===== src/rtl/tcp_misc_pkg.sv =====
// Shared TCP slow-path types: the outbound header layout and the send-queue entry
// that carries a header together with its flow and IP addressing.
package tcp_misc_pkg;

  localparam int FLOWID_W  = 8;
  localparam int IP_ADDR_W = 32;

  typedef struct packed {
    logic [15:0] src_port;
    logic [15:0] dst_port;
    logic [31:0] seq_num;
    logic [31:0] ack_num;
    logic [7:0]  flags;
    logic [15:0] window;
  } tcp_pkt_hdr;

  typedef struct packed {
    tcp_pkt_hdr             pkt;
    logic [FLOWID_W-1:0]    flowid;
    logic [IP_ADDR_W-1:0]   src_ip;
    logic [IP_ADDR_W-1:0]   dst_ip;
  } slow_path_send_q_entry;

endpackage


===== src/rtl/tcp_slow_path_send_q.sv =====
// Small FIFO of SYN-ACK headers from the rx datapath to the tx engine.
// A request for a flow that is already queued is coalesced and counted instead of stored.
module tcp_slow_path_send_q
  import tcp_misc_pkg::*;
#(
  parameter  int DEPTH = 4,
  parameter  int CNT_W = 16,
  localparam int IDX_W = $clog2(DEPTH),
  localparam int PTR_W = IDX_W + 1
) (
  input  logic                 clk,
  input  logic                 rst,

  input  logic                 slow_path_send_pkt_enqueue_val,
  input  tcp_pkt_hdr           slow_path_send_pkt_enqueue_pkt,
  input  logic [FLOWID_W-1:0]  slow_path_send_pkt_enqueue_flowid,
  input  logic [IP_ADDR_W-1:0] slow_path_send_pkt_enqueue_src_ip,
  input  logic [IP_ADDR_W-1:0] slow_path_send_pkt_enqueue_dst_ip,
  output logic                 slow_path_send_pkt_enqueue_rdy,

  output logic                 slow_path_send_pkt_dequeue_val,
  output tcp_pkt_hdr           slow_path_send_pkt_dequeue_pkt,
  output logic [FLOWID_W-1:0]  slow_path_send_pkt_dequeue_flowid,
  output logic [IP_ADDR_W-1:0] slow_path_send_pkt_dequeue_src_ip,
  output logic [IP_ADDR_W-1:0] slow_path_send_pkt_dequeue_dst_ip,
  input  logic                 slow_path_send_pkt_dequeue_rdy,

  output logic [PTR_W-1:0]     send_q_occupancy,
  output logic [CNT_W-1:0]     send_q_dup_drop_cnt
);

  slow_path_send_q_entry mem_q [DEPTH];
  slow_path_send_q_entry enq_entry;

  logic [DEPTH-1:0] valid_q, valid_d;
  logic [PTR_W-1:0] wr_ptr_q, wr_ptr_d;
  logic [PTR_W-1:0] rd_ptr_q, rd_ptr_d;
  logic [CNT_W-1:0] drop_cnt_q, drop_cnt_d;

  logic [IDX_W-1:0] wr_idx, rd_idx;
  logic             full, empty;
  logic             enq_hs, deq_hs, dup_hit, store;
  logic [DEPTH-1:0] slot_match;

  assign wr_idx = wr_ptr_q[IDX_W-1:0];
  assign rd_idx = rd_ptr_q[IDX_W-1:0];

  // Wrap bit distinguishes full from empty when the slot indices coincide.
  assign full  = (wr_idx == rd_idx) && (wr_ptr_q[IDX_W] != rd_ptr_q[IDX_W]);
  assign empty = (wr_ptr_q == rd_ptr_q);

  assign slow_path_send_pkt_enqueue_rdy = !full;
  assign slow_path_send_pkt_dequeue_val = !empty;

  assign slow_path_send_pkt_dequeue_pkt    = mem_q[rd_idx].pkt;
  assign slow_path_send_pkt_dequeue_flowid = mem_q[rd_idx].flowid;
  assign slow_path_send_pkt_dequeue_src_ip = mem_q[rd_idx].src_ip;
  assign slow_path_send_pkt_dequeue_dst_ip = mem_q[rd_idx].dst_ip;

  assign send_q_occupancy    = wr_ptr_q - rd_ptr_q;
  assign send_q_dup_drop_cnt = drop_cnt_q;

  assign enq_hs = slow_path_send_pkt_enqueue_val && !full;
  assign deq_hs = slow_path_send_pkt_dequeue_rdy && !empty;

  assign enq_entry.pkt    = slow_path_send_pkt_enqueue_pkt;
  assign enq_entry.flowid = slow_path_send_pkt_enqueue_flowid;
  assign enq_entry.src_ip = slow_path_send_pkt_enqueue_src_ip;
  assign enq_entry.dst_ip = slow_path_send_pkt_enqueue_dst_ip;

  // The head slot leaving this cycle no longer counts as a duplicate.
  always_comb begin
    for (int i = 0; i < DEPTH; i++) begin
      slot_match[i] = valid_q[i]
                   && (mem_q[i].flowid == slow_path_send_pkt_enqueue_flowid)
                   && !(deq_hs && (rd_idx == IDX_W'(i)));
    end
  end

  assign dup_hit = |slot_match;
  assign store   = enq_hs && !dup_hit;

  // NOTE: every always_comb output gets a default first so no latch is inferred.
  always_comb begin
    wr_ptr_d   = wr_ptr_q;
    rd_ptr_d   = rd_ptr_q;
    valid_d    = valid_q;
    drop_cnt_d = drop_cnt_q;
    if (deq_hs) begin
      rd_ptr_d         = rd_ptr_q + PTR_W'(1);
      valid_d[rd_idx]  = 1'b0;
    end
    if (store) begin
      wr_ptr_d         = wr_ptr_q + PTR_W'(1);
      valid_d[wr_idx]  = 1'b1;
    end
    if (enq_hs && dup_hit && (drop_cnt_q != {CNT_W{1'b1}})) begin
      drop_cnt_d = drop_cnt_q + CNT_W'(1);
    end
  end

  // NOTE: state registers use non-blocking assignment so all flops update together.
  always_ff @(posedge clk or negedge rst) begin
    if (!rst) begin
      wr_ptr_q   <= '0;
      rd_ptr_q   <= '0;
      valid_q    <= '0;
      drop_cnt_q <= '0;
    end else begin
      wr_ptr_q   <= wr_ptr_d;
      rd_ptr_q   <= rd_ptr_d;
      valid_q    <= valid_d;
      drop_cnt_q <= drop_cnt_d;
    end
  end

  // NOTE: storage is deliberately not reset; valid_q and the pointers qualify it.
  always_ff @(posedge clk) begin
    if (store) begin
      mem_q[wr_idx] <= enq_entry;
    end
  end

endmodule


===== config.mk =====
export PLATFORM = sky130hd
export DESIGN_NAME = tcp_slow_path_send_q
export DESIGN_NICKNAME = d
export VERILOG_FILES = /design/src/rtl/tcp_misc_pkg.sv /design/src/rtl/tcp_slow_path_send_q.sv
export SDC_FILE = /design/constraint.sdc
export NUM_CORES = 1
export LEC_CHECK = 0
export ABC_AREA = 0
export CELL_PAD_IN_SITES_DETAIL_PLACEMENT = 1
export CELL_PAD_IN_SITES_GLOBAL_PLACEMENT = 2
export CORE_ASPECT_RATIO = 2
export CORE_MARGIN = 10
export CORE_UTILIZATION = 39
export DETAILED_ROUTE_END_ITERATION = 12
export HOLD_SLACK_MARGIN = 0.08
export PLACE_DENSITY_LB_ADDON = 0.05
export SKIP_LAST_GASP = 1
export SLEW_MARGIN = 10
export SYNTH_ARGS = -nofsm -noshare
export SYNTH_HDL_FRONTEND = slang
export SYNTH_SLANG_ARGS = --single-unit

===== constraint.sdc =====
create_clock -name clk -period 11.2 [get_ports clk]
set_input_delay 2.8 -clock clk [delete_from_list [all_inputs] [get_ports clk]]
set_output_delay 2.8 -clock clk [all_outputs]
set_load 0.02 [all_outputs]

==> key figures <==
CTS
  • Post_cts resized: 0
  • CTS Sinks: 794
  • Clk buf depth: 3
  • # Post-CTS Setup Buffers: 0
  • Hold_buf cts: 0
  • TritonCTS Buffers: 73
  • CTS HTree Levels: 3
  • Worst-path clk slew: 0.06 ns
  • Skew-Pair Late Insertion Delay: 0.64 ns
  • CTS root buffer: clkbuf_16
  • CTS tree: done

GRT
  • Overflow after GRT: 0
  • Global-route wire length before repair: 106300 um
  • Tot GR Track Use: 16.37%
  • Vias in the first global route: 15410
  • Maximum number of pins on one net before global-route repair: 160
  • Initial antenna violation count: 24

Critical path
  • Critical path, cell by cell: buf_4, buf_4, mux4_2, clkdlybuf4s50_1
  • CP Capture Type: output pin
  • Worst Setup Start Kind: flop
  • CP required: 8.40 ns
  • Worst stage delay on the critical path: 0.79 ns
  • Most common cell on crit path: buf_4
  • Critical path class: reg2out
  • Critical R2R Launch: rd_ptr_q[1]
  • CP arrival: 3.96 ns
  • Register-to-register setup slack: 5.76 ns
  • FF-to-FF End: mem_q[2][169]
  • Critical path fanouts, max: 47
  • Crit-path slowest cell: buf_4
  • Reg2Reg Depth: 10

Drt
  • Drt total wl: 71640 um
  • Antenna viol nets, final: 0
  • Via-per-instance ratio: 5.124
  • Starting DRT DRC Count: 743
  • Drt drc: 0
  • Initial DRT Pass Iterations: 4
  • Vias: 13830
  • DR WL/cell: 26.53 um

Yosys
  • Mapped Cells: 1180
  • Synth Register Bits: 794
  • Post-Syn Area per Cell: 24.93 um^2
  • Yosys warnings: 0
  • Synthesized Nets: 1388
  • Top FF cell, synth: edfxtp_1
  • Synth Cell Area: 0.02941 mm^2
  • Sequential area share after synthesis: 80.62%
  • Async SR Flop Fraction: 3.275%
  • Library cells used by synthesis: 37
  • EDFF count, synth: 768

Die
  • Core Rows: 142
  • Core area: 0.07480 mm^2
  • DIE HEIGHT: 408.4 um
  • Number of I/O pins: 409
  • DIE WIDTH: 214.2 um
  • Total die area: 0.08747 mm^2
  • Initial core utilization: 39.32%

STA
  • Rel. slew slack: 8.110%
  • Finish-stage setup viols: 0
  • Min cycle time layout: 6.762 ns
  • Fmax: 147.9 MHz
  • Fin crit share: 60.37%
  • Slew Viols, Final: 0
  • Setup TNS: 0 ns
  • Fin. Hold Viols: 0
  • Setup ws final: 4.438 ns
  • Worst-margin pin slew: 1.378 ns
  • Hold WS: 0.5288 ns
  • Setup skew after layout: 0.02217 ns
  • Unrepaired setup endpoints after global routing: false

Run
  • MaxCap Viol Count: 0

Power
  • Switching Fraction: 32.13%
  • Peak supply drop: 0.1869 mV
  • Internal Power: 7.167 mW
  • P_leak: 11.97 nW
  • Clock power share: 23.5%
  • Power per cell area: 284.3 mW/mm^2
  • Net Sw Power: 3.393 mW
  • Seq pwr share: 39.8%
  • Combinational share of power: 36.8%

Worst hold path
  • Worst Hold Class: reg2reg
  • Worst hold stages: 1
  • Worst hold start: send_q_dup_drop_cnt[7]
  • Worst hold endpoint: send_q_dup_drop_cnt[7]

Final layout
  • Most frequent cells in the layout: edfxtp_1, clkdlybuf4s50_1, mux4_2
  • Share of post-route cells with drive strength above 1: 19.66%
  • Fillcell total: 6601
  • Area grow syn2layout: 26.31%
  • NumNets Final: 1842
  • Final instance area: 0.03715 mm^2
  • Commonest non-fill, non-tap cell in the layout: edfxtp_1

Placement
  • Placed cell areas: 0.03475 mm^2
  • Dpl hpwl: 45310 um
  • Gpl congestion: 0.7569
  • DP Worst Slack: 4.252 ns
  • IO buf count: 408

Status
  • Status: complete, no violations
-- worst max path at each step --
stage | from | end | slack [ns]
after floorplan | slow_path_send_pkt_enqueue_flowid[6] | mem_q[3][0] | 2.31
after global placement | slow_path_send_pkt_enqueue_flowid[3] | mem_q[2][83] | 4.32
after detailed placement | slow_path_send_pkt_enqueue_flowid[3] | mem_q[2][11] | 4.25
after CTS | rd_ptr_q[0] | slow_path_send_pkt_dequeue_pkt[97] | 4.20
after global routing | rd_ptr_q[0] | slow_path_send_pkt_dequeue_pkt[97] | 4.07
final | rd_ptr_q[0] | slow_path_send_pkt_dequeue_pkt[97] | 4.44
-- final cells by class --
class,instances,area (um^2),area share (%)
multi-input combinational,333,5488,14.77
tap,1008,1261,3.395
clock inverter,39,416.7,1.122
timing repair buffer,424,4274,11.51
sequential,794,23720,63.85
inverter,8,30.03,0.08083
clock buffer,86,1939,5.220
antenna,8,20.02,0.05389
-- power by group through the flow --
stage	Combinational (mW)	Sequential (mW)	Clock, mW
finish	3.88	4.20	2.48
global route	4.15	4.26	2.68
CTS	4.01	4.22	2.57
detailed placement	3.99	4.28	0
global placement	4.01	4.24	0
floorplan	2.21	4.29	0
-- critical path, delay by kind of cell, from the launching register on --
family	cells	cell delay, ns
buf+inv	3	2.06
mux	1	0.63
flops	1	0.56
-- per-layer routing --
metal / share of wire (%) / GRT usage, % / vias up
met2: 48 / 25.67 / 421
met5: 0.31 / 0 / -
met4: 2.2 / 5.729 / 32
met1: 41 / 20.27 / 7344
li1: - / - / 5931
met3: 8.6 / 6.547 / 106
-- registers in the layout (all words and copies together) (netlist names) --
name / flops
rd_ptr_q: 3
valid_q: 4
send_q_dup_drop_cnt: 16
mem_q: 768
wr_ptr_q: 3
-- synthesized netlist by cell type (5+ instances only) --
master      n  area [um^2]
xor2_1     28        245.2
inv_1       8        30.03
and2_1      5        31.28
nor4_1      6        37.54
dfrtp_1    26        650.6
nand4_1     7        43.79
ha_1       11        137.6
edfxtp_1  768        23060
buf_2      16        80.08
nand3_1    13        65.06
mux4_2    192         4324
and3_1      6        37.54
clkbuf_1   27        101.4
xnor2_1    24        210.2
nand2_1    10        37.54
-- cell families (layout without fill, tap and decap cells) --
group	after synthesis	count (layout)	synth area share, %
DFF	794	794	80.62
muxes	197	197	14.92
and+or+nand+nor	64	64	1.374
buffers and inverters	53	557	0.7700
xor gates and xnor gates	52	52	1.548
adders and majority gates	12	12	0.5360
AOI/OAI and AO/OA	8	8	0.2298
other	0	8	0
-- per-stage QoR --
stage,util [%],cells,power (mW)
CTS,49.60,2691,10.80
detailed placement,46.45,2566,8.270
global placement,46.45,2566,8.247
finish,49.67,2700,10.56
global route,49.65,2695,11.09
floorplan,-,1180,6.497
No activity file was read; power rests on OpenSTA's default activity.
